`config.mk`:
```
export PLATFORM = sky130hd
export DESIGN_NAME = mem_stage_flat
export DESIGN_NICKNAME = d
export VERILOG_FILES = /design/src/rtl/mem_stage_pkg.sv /design/src/rtl/mem_stage_if.sv /design/src/rtl/mem_lane.sv /design/src/rtl/mem_stage.sv /design/src/flat_wrapper.sv
export SDC_FILE = /design/constraint.sdc
export NUM_CORES = 1
export LEC_CHECK = 0
export BUFFER_PORTS_ARGS = -buffer_cell sky130_fd_sc_hd__buf_4
export CELL_PAD_IN_SITES_DETAIL_PLACEMENT = 1
export CELL_PAD_IN_SITES_GLOBAL_PLACEMENT = 2
export CORE_AREA = 2 2 147 149
export CTS_BUF_LIST = sky130_fd_sc_hd__clkbuf_16
export DETAILED_ROUTE_END_ITERATION = 7
export DIE_AREA = 0 0 149 151
export HOLD_SLACK_MARGIN = 0.12
export PLACE_DENSITY = 0.91
export SYNTH_ARGS = -nofsm -noshare
export SYNTH_HDL_FRONTEND = slang
export SYNTH_HIERARCHICAL = 1
export SYNTH_SLANG_ARGS = --single-unit
```
`constraint.sdc`:
```
create_clock -name clk -period 3.1 [get_ports clk]
set_input_delay 0.465 -clock clk [delete_from_list [all_inputs] [get_ports clk]]
set_output_delay 0.465 -clock clk [all_outputs]
set_load 0.02 [all_outputs]
```
`src/rtl/mem_stage_pkg.sv`:
```
// Shared widths, funct3 encodings, FSM encodings and helpers for the memory stage.
package mem_stage_pkg;

   localparam int unsigned DATA_W  = 32;
   localparam int unsigned REG_W   = 5;
   localparam int unsigned F3_W    = 3;
   localparam int unsigned STALL_W = 6;
   localparam int unsigned BE_W    = 4;

   // Load/store funct3 encodings
   localparam logic [F3_W-1:0] F3_B  = 3'b000;
   localparam logic [F3_W-1:0] F3_H  = 3'b001;
   localparam logic [F3_W-1:0] F3_W_ = 3'b010;
   localparam logic [F3_W-1:0] F3_BU = 3'b100;
   localparam logic [F3_W-1:0] F3_HU = 3'b101;

   // FSM state encodings
   localparam logic [1:0] ST_IDLE = 2'b00;
   localparam logic [1:0] ST_BUSY = 2'b01;
   localparam logic [1:0] ST_DONE = 2'b10;

   // Registered data-bus request payload
   typedef struct packed {
      logic              we;
      logic [DATA_W-1:0] addr;
      logic [BE_W-1:0]   be;
      logic [DATA_W-1:0] wdata;
   } dbus_pl_t;

   // Byte offset masked to the natural alignment of the access size
   function automatic logic [1:0] eff_off(input logic [F3_W-1:0] f3, input logic [1:0] off);
      logic [1:0] res;
      res = off;
      if (f3 == F3_H || f3 == F3_HU) res = {off[1], 1'b0};
      else if (f3 == F3_W_)          res = 2'b00;
      return res;
   endfunction

   // True when the access cannot be performed at this byte offset
   function automatic logic is_misaligned(input logic [F3_W-1:0] f3, input logic [1:0] off);
      return ((f3 == F3_H || f3 == F3_HU) && off[0]) || (f3 == F3_W_ && off != 2'b00);
   endfunction

endpackage

```
`src/rtl/mem_stage_if.sv`:
```
// Single-outstanding req/ack data bus between the memory stage and the data memory.
interface mem_stage_if;
   import mem_stage_pkg::*;

   logic              dbus_req;
   logic              dbus_we;
   logic [DATA_W-1:0] dbus_addr;
   logic [BE_W-1:0]   dbus_be;
   logic [DATA_W-1:0] dbus_wdata;
   logic              dbus_ack;
   logic [DATA_W-1:0] dbus_rdata;

   modport master (
      output dbus_req, dbus_we, dbus_addr, dbus_be, dbus_wdata,
      input  dbus_ack, dbus_rdata
   );

   modport slave (
      input  dbus_req, dbus_we, dbus_addr, dbus_be, dbus_wdata,
      output dbus_ack, dbus_rdata
   );
endinterface

```
`src/rtl/mem_lane.sv`:
```
// Store byte-enable / lane replication and load byte/halfword extraction.
module mem_lane
   import mem_stage_pkg::*;
(
   input  logic [F3_W-1:0]   f3_i,
   input  logic [1:0]        off_i,
   input  logic [DATA_W-1:0] wdata_i,
   input  logic [DATA_W-1:0] rdata_i,
   output logic [BE_W-1:0]   be_o,
   output logic [DATA_W-1:0] wdata_o,
   output logic [DATA_W-1:0] ldata_o
);

   logic [1:0]  off;
   logic [7:0]  ld_byte;
   logic [15:0] ld_half;

   assign off = eff_off(f3_i, off_i);

   // Byte enables and replicated store data by access size
   always_comb begin
      be_o    = 4'b1111;
      wdata_o = wdata_i;
      case (f3_i[1:0])
         2'b00: begin
            be_o    = 4'b0001 << off;
            wdata_o = {4{wdata_i[7:0]}};
         end
         2'b01: begin
            be_o    = 4'b0011 << off;
            wdata_o = {2{wdata_i[15:0]}};
         end
         default: ;
      endcase
   end

   // Lane selection from the read word
   always_comb begin
      ld_byte = rdata_i[7:0];
      case (off)
         2'd1:    ld_byte = rdata_i[15:8];
         2'd2:    ld_byte = rdata_i[23:16];
         2'd3:    ld_byte = rdata_i[31:24];
         default: ;
      endcase
      ld_half = off[1] ? rdata_i[31:16] : rdata_i[15:0];
   end

   // Sign/zero extension by funct3; unknown funct3 returns the raw word
   always_comb begin
      ldata_o = rdata_i;
      case (f3_i)
         F3_B:    ldata_o = {{24{ld_byte[7]}}, ld_byte};
         F3_BU:   ldata_o = {24'd0, ld_byte};
         F3_H:    ldata_o = {{16{ld_half[15]}}, ld_half};
         F3_HU:   ldata_o = {16'd0, ld_half};
         default: ;
      endcase
   end

endmodule

```
`src/rtl/mem_stage.sv`:
```
// Memory-access pipeline stage: issues one load/store over the data bus and
// stalls the pipeline until it completes. Optional MEM_MISALIGN_TRAP_EN turns
// misaligned halfword/word accesses into a bus-less trap with a misalign flag.
module mem_stage
   import mem_stage_pkg::*;
(
   input  logic               clk,
   input  logic               rst,
   input  logic [STALL_W-1:0] stall_i,
   input  logic [REG_W-1:0]   rd_i,
   input  logic [DATA_W-1:0]  alu_i,
   input  logic [DATA_W-1:0]  wdata_i,
   input  logic               mem_re_i,
   input  logic               mem_wr_i,
   input  logic [F3_W-1:0]    mem_f3_i,
   input  logic               wb_reg_wr_i,
   input  logic               wb_mem_sel_i,
   mem_stage_if.master        dbus,
   output logic               stall_req,
   output logic [REG_W-1:0]   rd,
   output logic [DATA_W-1:0]  alu,
   output logic               wb_reg_wr,
   output logic               wb_mem_sel,
`ifdef MEM_MISALIGN_TRAP_EN
   output logic               misalign,
`endif
   output logic [DATA_W-1:0]  ldata
);

   logic [1:0]        state_q, state_d;
   logic              req_q, req_d;
   dbus_pl_t          pl_q, pl_d;
   logic [DATA_W-1:0] rdata_q, rdata_d;
   logic [BE_W-1:0]   lane_be;
   logic [DATA_W-1:0] lane_wdata;
   logic [DATA_W-1:0] lane_ldata;
   logic              access;
   logic              unused_stall;
`ifdef MEM_MISALIGN_TRAP_EN
   logic              misalign_q, misalign_d;
`endif

   assign access       = mem_re_i | mem_wr_i;
   assign unused_stall = ^{stall_i[STALL_W-1:4], stall_i[2:0]};

   mem_lane u_lane (
      .f3_i    (mem_f3_i),
      .off_i   (alu_i[1:0]),
      .wdata_i (wdata_i),
      .rdata_i (rdata_q),
      .be_o    (lane_be),
      .wdata_o (lane_wdata),
      .ldata_o (lane_ldata)
   );

   // Next-state and bus-request logic
   always_comb begin
      state_d = state_q;
      req_d   = req_q;
      pl_d    = pl_q;
      rdata_d = rdata_q;
`ifdef MEM_MISALIGN_TRAP_EN
      misalign_d = misalign_q;
`endif
      case (state_q)
         ST_IDLE: begin
            if (access) begin
`ifdef MEM_MISALIGN_TRAP_EN
               if (is_misaligned(mem_f3_i, alu_i[1:0])) begin
                  state_d    = ST_DONE;
                  misalign_d = 1'b1;
               end else begin
`endif
                  state_d     = ST_BUSY;
                  req_d       = 1'b1;
                  pl_d.we     = mem_wr_i;
                  pl_d.addr   = {alu_i[DATA_W-1:2], 2'b00};
                  pl_d.be     = lane_be;
                  pl_d.wdata  = lane_wdata;
`ifdef MEM_MISALIGN_TRAP_EN
               end
`endif
            end
         end
         ST_BUSY: begin
            if (dbus.dbus_ack) begin
               state_d = ST_DONE;
               req_d   = 1'b0;
               rdata_d = dbus.dbus_rdata;
            end
         end
         ST_DONE: begin
            if (!stall_i[3]) begin
               state_d = ST_IDLE;
`ifdef MEM_MISALIGN_TRAP_EN
               misalign_d = 1'b0;
`endif
            end
         end
         default: begin
            state_d = ST_IDLE;
            req_d   = 1'b0;
         end
      endcase
   end

   // State and bus registers with synchronous active-low reset
   always_ff @(posedge clk) begin
      if (!rst) begin
         state_q <= ST_IDLE;
         req_q   <= 1'b0;
         pl_q    <= '0;
         rdata_q <= '0;
`ifdef MEM_MISALIGN_TRAP_EN
         misalign_q <= 1'b0;
`endif
      end else begin
         state_q <= state_d;
         req_q   <= req_d;
         pl_q    <= pl_d;
         rdata_q <= rdata_d;
`ifdef MEM_MISALIGN_TRAP_EN
         misalign_q <= misalign_d;
`endif
      end
   end

   assign dbus.dbus_req   = req_q;
   assign dbus.dbus_we    = pl_q.we;
   assign dbus.dbus_addr  = pl_q.addr;
   assign dbus.dbus_be    = pl_q.be;
   assign dbus.dbus_wdata = pl_q.wdata;

   assign stall_req  = access && (state_q != ST_DONE);
   assign rd         = rd_i;
   assign alu        = alu_i;
   assign wb_mem_sel = wb_mem_sel_i;

`ifdef MEM_MISALIGN_TRAP_EN
   assign misalign  = misalign_q;
   assign wb_reg_wr = wb_reg_wr_i & ~misalign_q;
   assign ldata     = (mem_re_i && !misalign_q) ? lane_ldata : '0;
`else
   assign wb_reg_wr = wb_reg_wr_i;
   assign ldata     = mem_re_i ? lane_ldata : '0;
`endif

endmodule

```
`src/flat_wrapper.sv`:
```
// flat-port wrapper written by rule: the top's interface ports become plain ports
module mem_stage_flat import mem_stage_pkg::*;
  (clk, rst, stall_i, rd_i, alu_i, wdata_i, mem_re_i, mem_wr_i, mem_f3_i, wb_reg_wr_i, wb_mem_sel_i, stall_req, rd, alu, wb_reg_wr, wb_mem_sel, ldata, dbus_dbus_req, dbus_dbus_we, dbus_dbus_addr, dbus_dbus_be, dbus_dbus_wdata, dbus_dbus_ack, dbus_dbus_rdata);
  mem_stage_if dbus_i ();
  input  logic clk;
  input  logic rst;
  input  logic [STALL_W-1:0] stall_i;
  input  logic [REG_W-1:0] rd_i;
  input  logic [DATA_W-1:0] alu_i;
  input  logic [DATA_W-1:0] wdata_i;
  input  logic mem_re_i;
  input  logic mem_wr_i;
  input  logic [F3_W-1:0] mem_f3_i;
  input  logic wb_reg_wr_i;
  input  logic wb_mem_sel_i;
  output logic stall_req;
  output logic [REG_W-1:0] rd;
  output logic [DATA_W-1:0] alu;
  output logic wb_reg_wr;
  output logic wb_mem_sel;
  output logic [DATA_W-1:0] ldata;
  output wire logic [$bits(dbus_i.dbus_req)-1:0] dbus_dbus_req;
  output wire logic [$bits(dbus_i.dbus_we)-1:0] dbus_dbus_we;
  output wire logic [$bits(dbus_i.dbus_addr)-1:0] dbus_dbus_addr;
  output wire logic [$bits(dbus_i.dbus_be)-1:0] dbus_dbus_be;
  output wire logic [$bits(dbus_i.dbus_wdata)-1:0] dbus_dbus_wdata;
  input wire logic [$bits(dbus_i.dbus_ack)-1:0] dbus_dbus_ack;
  input wire logic [$bits(dbus_i.dbus_rdata)-1:0] dbus_dbus_rdata;
  assign dbus_dbus_req = dbus_i.dbus_req;
  assign dbus_dbus_we = dbus_i.dbus_we;
  assign dbus_dbus_addr = dbus_i.dbus_addr;
  assign dbus_dbus_be = dbus_i.dbus_be;
  assign dbus_dbus_wdata = dbus_i.dbus_wdata;
  assign dbus_i.dbus_ack = dbus_dbus_ack;
  assign dbus_i.dbus_rdata = dbus_dbus_rdata;
  mem_stage u_core (.clk(clk), .rst(rst), .stall_i(stall_i), .rd_i(rd_i), .alu_i(alu_i), .wdata_i(wdata_i), .mem_re_i(mem_re_i), .mem_wr_i(mem_wr_i), .mem_f3_i(mem_f3_i), .wb_reg_wr_i(wb_reg_wr_i), .wb_mem_sel_i(wb_mem_sel_i), .dbus(dbus_i), .stall_req(stall_req), .rd(rd), .alu(alu), .wb_reg_wr(wb_reg_wr), .wb_mem_sel(wb_mem_sel), .ldata(ldata));
endmodule
```
Word-level counts from Yosys, hierarchy flattened
Cells that the tools add are included.
{"block": "word_totals", "ff_bits": 102, "inputBits": 117, "out_inout_bits": 142}
{"block": "op_classes", "eq_ne": 14, "n_shift": 2, "n_mux": 15, "n_bitwise": 2, "n_reduce_logical": 9}
{"cell": "32-bit one-hot mux with 4 select lines", "n": 1}
{"cell": "32-bit one-hot mux with 2 select lines", "n": 1}
{"cell": "32-bit 2-to-1 mux", "n": 1}
{"cell": "8-bit one-hot mux with 3 select lines", "n": 1}
{"cell": "16-bit 2-to-1 mux", "n": 1}
{"cell": "2-bit 2-to-1 mux", "n": 5}
{"cell": "4-bit one-hot mux with 2 select lines", "n": 1}
{"cell": "2-bit by 1-bit equality test with 1-bit output, second input constant", "n": 3}
{"cell": "2-bit equality test, second input constant", "n": 3}
{"cell": "3-bit equality test, second input constant", "n": 2}
{"cell": "2-bit inequality test, second input constant", "n": 3}
{"cell": "2-bit one-hot mux with 3 select lines", "n": 1}
{"cell": "3-bit AND reduction", "n": 2}
{"cell": "2-bit zero test", "n": 2}
{"cell": "2-bit AND reduction", "n": 2}
{"cell": "1-bit by 2-bit << shifter with 4-bit output, first input constant", "n": 1}
{"cell": "2-bit by 2-bit << shifter with 4-bit output, first input constant", "n": 1}
{"cell": "3-bit by 1-bit equality test with 1-bit output, second input constant", "n": 1}
{"cell": "3-bit by 2-bit equality test with 1-bit output, second input constant", "n": 1}
{"cell": "3-bit zero test", "n": 1}
{"cell": "1-bit one-hot mux with 3 select lines", "n": 1}
{"cell": "1-bit 2-to-1 mux", "n": 2}
{"cell": "2-bit by 1-bit inequality test with 1-bit output, second input constant", "n": 1}
{"cell": "1-bit logical AND", "n": 1}
{"cell": "other kinds (3)", "n": 3}

Longest topological paths before layout
{"block": "logic_depth", "word_depth": 7, "ltp_mapped": 7, "ltp_nobuf": 5}

Cells and area by module
The synthesis kept the hierarchy.
{"mod": "mem_stage", "n_inst": 1, "cells_each": 525, "area_each_um2": 4420.5}
{"mod": "mem_lane", "n_inst": 1, "cells_each": 189, "area_each_um2": 1169.9}

Worst setup path after synthesis
OpenSTA, ideal clock, no wires.
{"block": "synth_path", "path_type": "in2out", "start": "input mem_f3_i[1]", "end": "output ldata[16]", "arrival_ps": 1601, "required_time_ps": 2635, "slack_ps": 1034, "cell_stages": 7, "path_cell_list": "buf_2 -> nor2_4 -> nand3_1 -> o31ai_4 -> buf_4 -> a21oi_1 -> and2_1"}
{"block": "synth_via", "elab_chain_cells": 7}
{"element": "from (decl)", "line": "flat_wrapper.sv:13", "rtl": "input logic [F3_W-1:0] mem_f3_i;"}
{"element": "3-bit by 2-bit equality test with 1-bit output, or another cell as far along", "line": "mem_stage_pkg.sv:35", "rtl": "else if (f3 == F3_W_) res = 2'b00;"}
{"element": "2-bit 2-to-1 mux or 1-bit logical OR (tied branches)", "line": "mem_stage_pkg.sv:35, mem_stage_pkg.sv:34"}
{"element": "2-bit 2-to-1 mux", "line": "mem_stage_pkg.sv:34", "rtl": "if (f3 == F3_H || f3 == F3_HU) res = {off[1], 1'b0};"}
{"element": "2-bit equality test or 2-bit by 1-bit equality test with 1-bit output (tied branches)", "line": "mem_lane.sv:40", "rtl": "case (off)"}
{"element": "8-bit one-hot mux with 3 select lines", "line": "mem_lane.sv:40"}
{"element": "32-bit one-hot mux with 4 select lines *", "line": "mem_lane.sv:52", "rtl": "case (f3_i)"}
{"element": "via u_core.lane_ldata[16]", "line": "mem_stage.sv:36", "rtl": "logic [DATA_W-1:0] lane_ldata;"}
{"element": "32-bit 2-to-1 mux *", "line": "mem_stage.sv:145", "rtl": "assign ldata = mem_re_i ? lane_ldata : '0;"}
{"element": "to (decl)", "line": "flat_wrapper.sv:21", "rtl": "output logic [DATA_W-1:0] ldata;"}
The timed path passes the listed nets; every way through them passes the cells marked *.

Final worst setup path
{"block": "layout_path", "start": "input mem_f3_i[0]", "end": "output ldata[12]"}
Same word-level chain as after synthesis.

==> summary.txt <==
Clock network
  – H-tree depth: 3
  – Setup Fix Bufs, Post-CTS: 0
  – CTS tree: yes
  – CTS Buffer Depth: 2
  – Clock root buffer: clkbuf_16
  – Hold_buf cts: 0
  – Clock tree sinks: 102
  – TritonCTS buffer count: 9
  – Clk slew on worst S/H paths: 0.08 ns
  – Post-CTS sizing: 0
  – Skew-Pair Late Insertion Delay: 0.36 ns

Drt
  – First-pass DRT Iterations: 4
  – Max layer used: met4
  – Initial detailed-routing violation count: 122
  – Avg WL per Cell: 16.3 um
  – M1 wire length: 8160 um
  – Via count: 5257
  – Post-Route WL: 18900 um
  – Post-route ant nets: 0
  – Met2 routed WL: 9130 um
  – Drt via density: 4.55
  – Routed wl met3: 1340 um
  – DRC: 0

Worst setup path
  – CP Class: in -> out
  – Critical path cell sequence: buf_4 > nor2b_1 > o32ai_2 > nor3_4 > a221o_1 > and2_1 > buf_4
  – Reg-to-Reg End: u_core/rdata_q[11]
  – R2r setup slk: 1.17 ns
  – Critical Path RT: 2.63 ns
  – R2R Path Start: u_core/state_q[0]
  – Largest stage delay, worst path: 0.41 ns
  – CP delay by family, top: simple AND/OR/NAND/NOR gates
  – CP most frequent cell: buf_4
  – Depth of the worst register-to-register path: 4
  – Critical path arrival: 2.14 ns
  – Slowest cell on crit path: nor3_4
  – Critical Path End Type: output port
  – CP Launch Type: primary input
  – Crit-path max FO: 21
  – Buf/Inv on CP: 2

Floorplan
  – Placeable Area: 20800 sq um
  – # rows: 53
  – Die height: 151 um
  – Die area: 22500 sq um
  – Die Wd: 149 um
  – Initial Utilization: 26.8%
  – IO Count: 259

Logic synthesis
  – Top cell type's share of synthesized area: 36.5%
  – Most common cell in the netlist: nand2_1
  – Mapped Area: 5590 sq um
  – Synth area leaders: dfxtp_1 (37%), nand2_1 (15%), mux2i_1 (13%)
  – Synthesized flop and latch total: 102
  – Distinct cells, synth: 37
  – Mapped Cells: 714
  – Dominant synthesized flop cell: dfxtp_1
  – Cell taking the most area after synthesis: dfxtp_1
  – Synth Area per Inst: 7.83 sq um
  – Top cells by count, synth: nand2_1 (228), dfxtp_1 (102), mux2i_1 (74)
  – Post-synth EDFFs: 0
  – Seq/Total Area, Yosys: 36.5%
  – Post-synth ARST share: 0%
  – Ys Warns: 6

Cells and area
  – Nets: 991
  – Finished Layout Cells: 1155
  – Share of cells above drive strength 1: 33.3%
  – Final core utilization: 36.4%
  – P&R area growth vs syn: 35.7%

Hold path
  – WHS Path Cells: 2
  – Hold_sp: mem_wr_i
  – Hold Path Class: in -> reg
  – Worst hold endpoint: u_core/dbus.dbus_we

Pwr
  – P_int: 2.44 mW
  – NetSw: 1.21 mW
  – Reg power frac: 40.9%
  – Maximum vdd drop: 0.213 mV
  – Clock power share: 32.6%
  – Pwr Density: 481 nW/um^2
  – Switching Share: 33.1%
  – Leakage power figure: 3.55 nW
  – Logic pwr share: 26.5%

Timing
  – Tcrit/Tclk final: 84.1%
  – Fin. max-slew vios: 0
  – Setup Total Neg Slack: 0 ns
  – Setup-failing EPs final: 0
  – Min Tclk post-route: 2.61 ns
  – Slew HR: 38.8%
  – Slew @ Worst Pin: 0.915 ns
  – Final Skew: 0.00998 ns
  – Hold Vio Cnt, Final: 0
  – Max frequency: 0.383 GHz
  – RSZ-0062 raised after global routing: no

Global route
  – All-Layer GR Usage: 16.6%
  – Vias in the first global route: 5236
  – Grt ovf: 0
  – Initial antenna violation count: 1
  – First-pass GRT wire length: 29000 um
  – Largest net degree at the start of global routing: 89

Placed design
  – Placer Congestion: 0.778
  – Detail Placement HPWL: 14200 um
  – PortBufs: 237
  – Placed Cells: 1138

Job
  – Total of max-cap violations: 0

Run status
  – Status: finished clean
## worst max-delay path by stage
stage / startpoint / slack [ns] / cells after the start / endpoint
3_5_place_dp: mem_f3_i[0] / 0.54 / 7 / ldata[12]
4_1_cts: mem_f3_i[0] / 0.51 / 7 / ldata[12]
6_report: mem_f3_i[0] / 0.49 / 7 / ldata[12]
2_1_floorplan: mem_f3_i[1] / 1.03 / 7 / ldata[16]
3_3_place_gp: mem_f3_i[0] / 0.54 / 7 / ldata[12]
5_1_grt: mem_f3_i[0] / 0.34 / 7 / ldata[12]
## flip-flops by register name, summed over array words and instances, names as in the netlist
| name | count |
|---|---|
| u_core/dbus.dbus_addr | 30 |
| u_core/dbus.dbus_be | 4 |
| u_core/dbus.dbus_req | 1 |
| u_core/dbus.dbus_wdata | 32 |
| u_core/dbus.dbus_we | 1 |
| u_core/rdata_q | 32 |
| u_core/state_q | 2 |
## stage by stage
stage | setup slack (ns) | hold WS (ns) | cell area [sq um] | total power, mW
detailed placement | 0.536 | 0.447 | 7270 | 2.50
global placement | 0.539 | 0.443 | 7270 | 2.49
global route | 0.336 | 0.323 | 7580 | 3.84
floorplan | 1.03 | 0.437 | 5590 | 2.10
finish | 0.492 | 0.330 | 7590 | 3.65
CTS | 0.512 | 0.318 | 7580 | 3.72
## layout make-up
class | count | area [sq um]
Fill cell | 2552 | 13200
Multi-Input combinational cell | 506 | 2930
Sequential cell | 102 | 2040
Timing Repair Buffer | 253 | 1950
Tap cell | 275 | 344
Clock buffer | 9 | 225
Clock inverter | 7 | 83.8
Inverter | 2 | 7.51
Antenna cell | 1 | 2.50
## cells in the final DEF, fill, tap and decap left out, drive strengths merged, types with 3 or more instances in the layout
cell type  instances
buf              253
and2              33
mux2              17
nand2b            10
inv                6
nor2b              4
mux2i             74
nand3             33
dfxtp            102
a21oi             18
nand2            228
o21ai             51
clkbuf             9
a221o              9
nor2               6
a22oi              7
clkinv             3
## worst register-to-register path: stages (launching register included)
cell and delay (ns):
dfxtp_1 0.45, nand3b_1 0.67, buf_4 0.50, nand3_1 0.13, o21ai_1 0.06
## logic make-up after synthesis
kind of cell / share of synthesized area, %
DFF: 36.5
other: 0.0671
and+or+nand+nor: 25.0
AOI/OAI and AO/OA: 10.4
buffers and inverters: 11.3
muxes: 16.7
## power by group through the flow
stage          registers, mW  logic, mW  clock network, mW
2_1_floorplan           1.61      0.488                  0
3_3_place_gp            1.52      0.968                  0
3_5_place_dp            1.52      0.981                  0
4_1_cts                 1.49      0.983               1.24
5_1_grt                 1.51       1.05               1.29
6_report                1.49      0.967               1.19
## per-layer routing
metal | up-vias | track usage [%]
met5 | - | 0
met4 | 0 | 3.76
met3 | 16 | 4.82
met2 | 172 | 28.9
met1 | 2439 | 20.2
li1 | 2630 | -
Power figures use the tool's default switching activity.
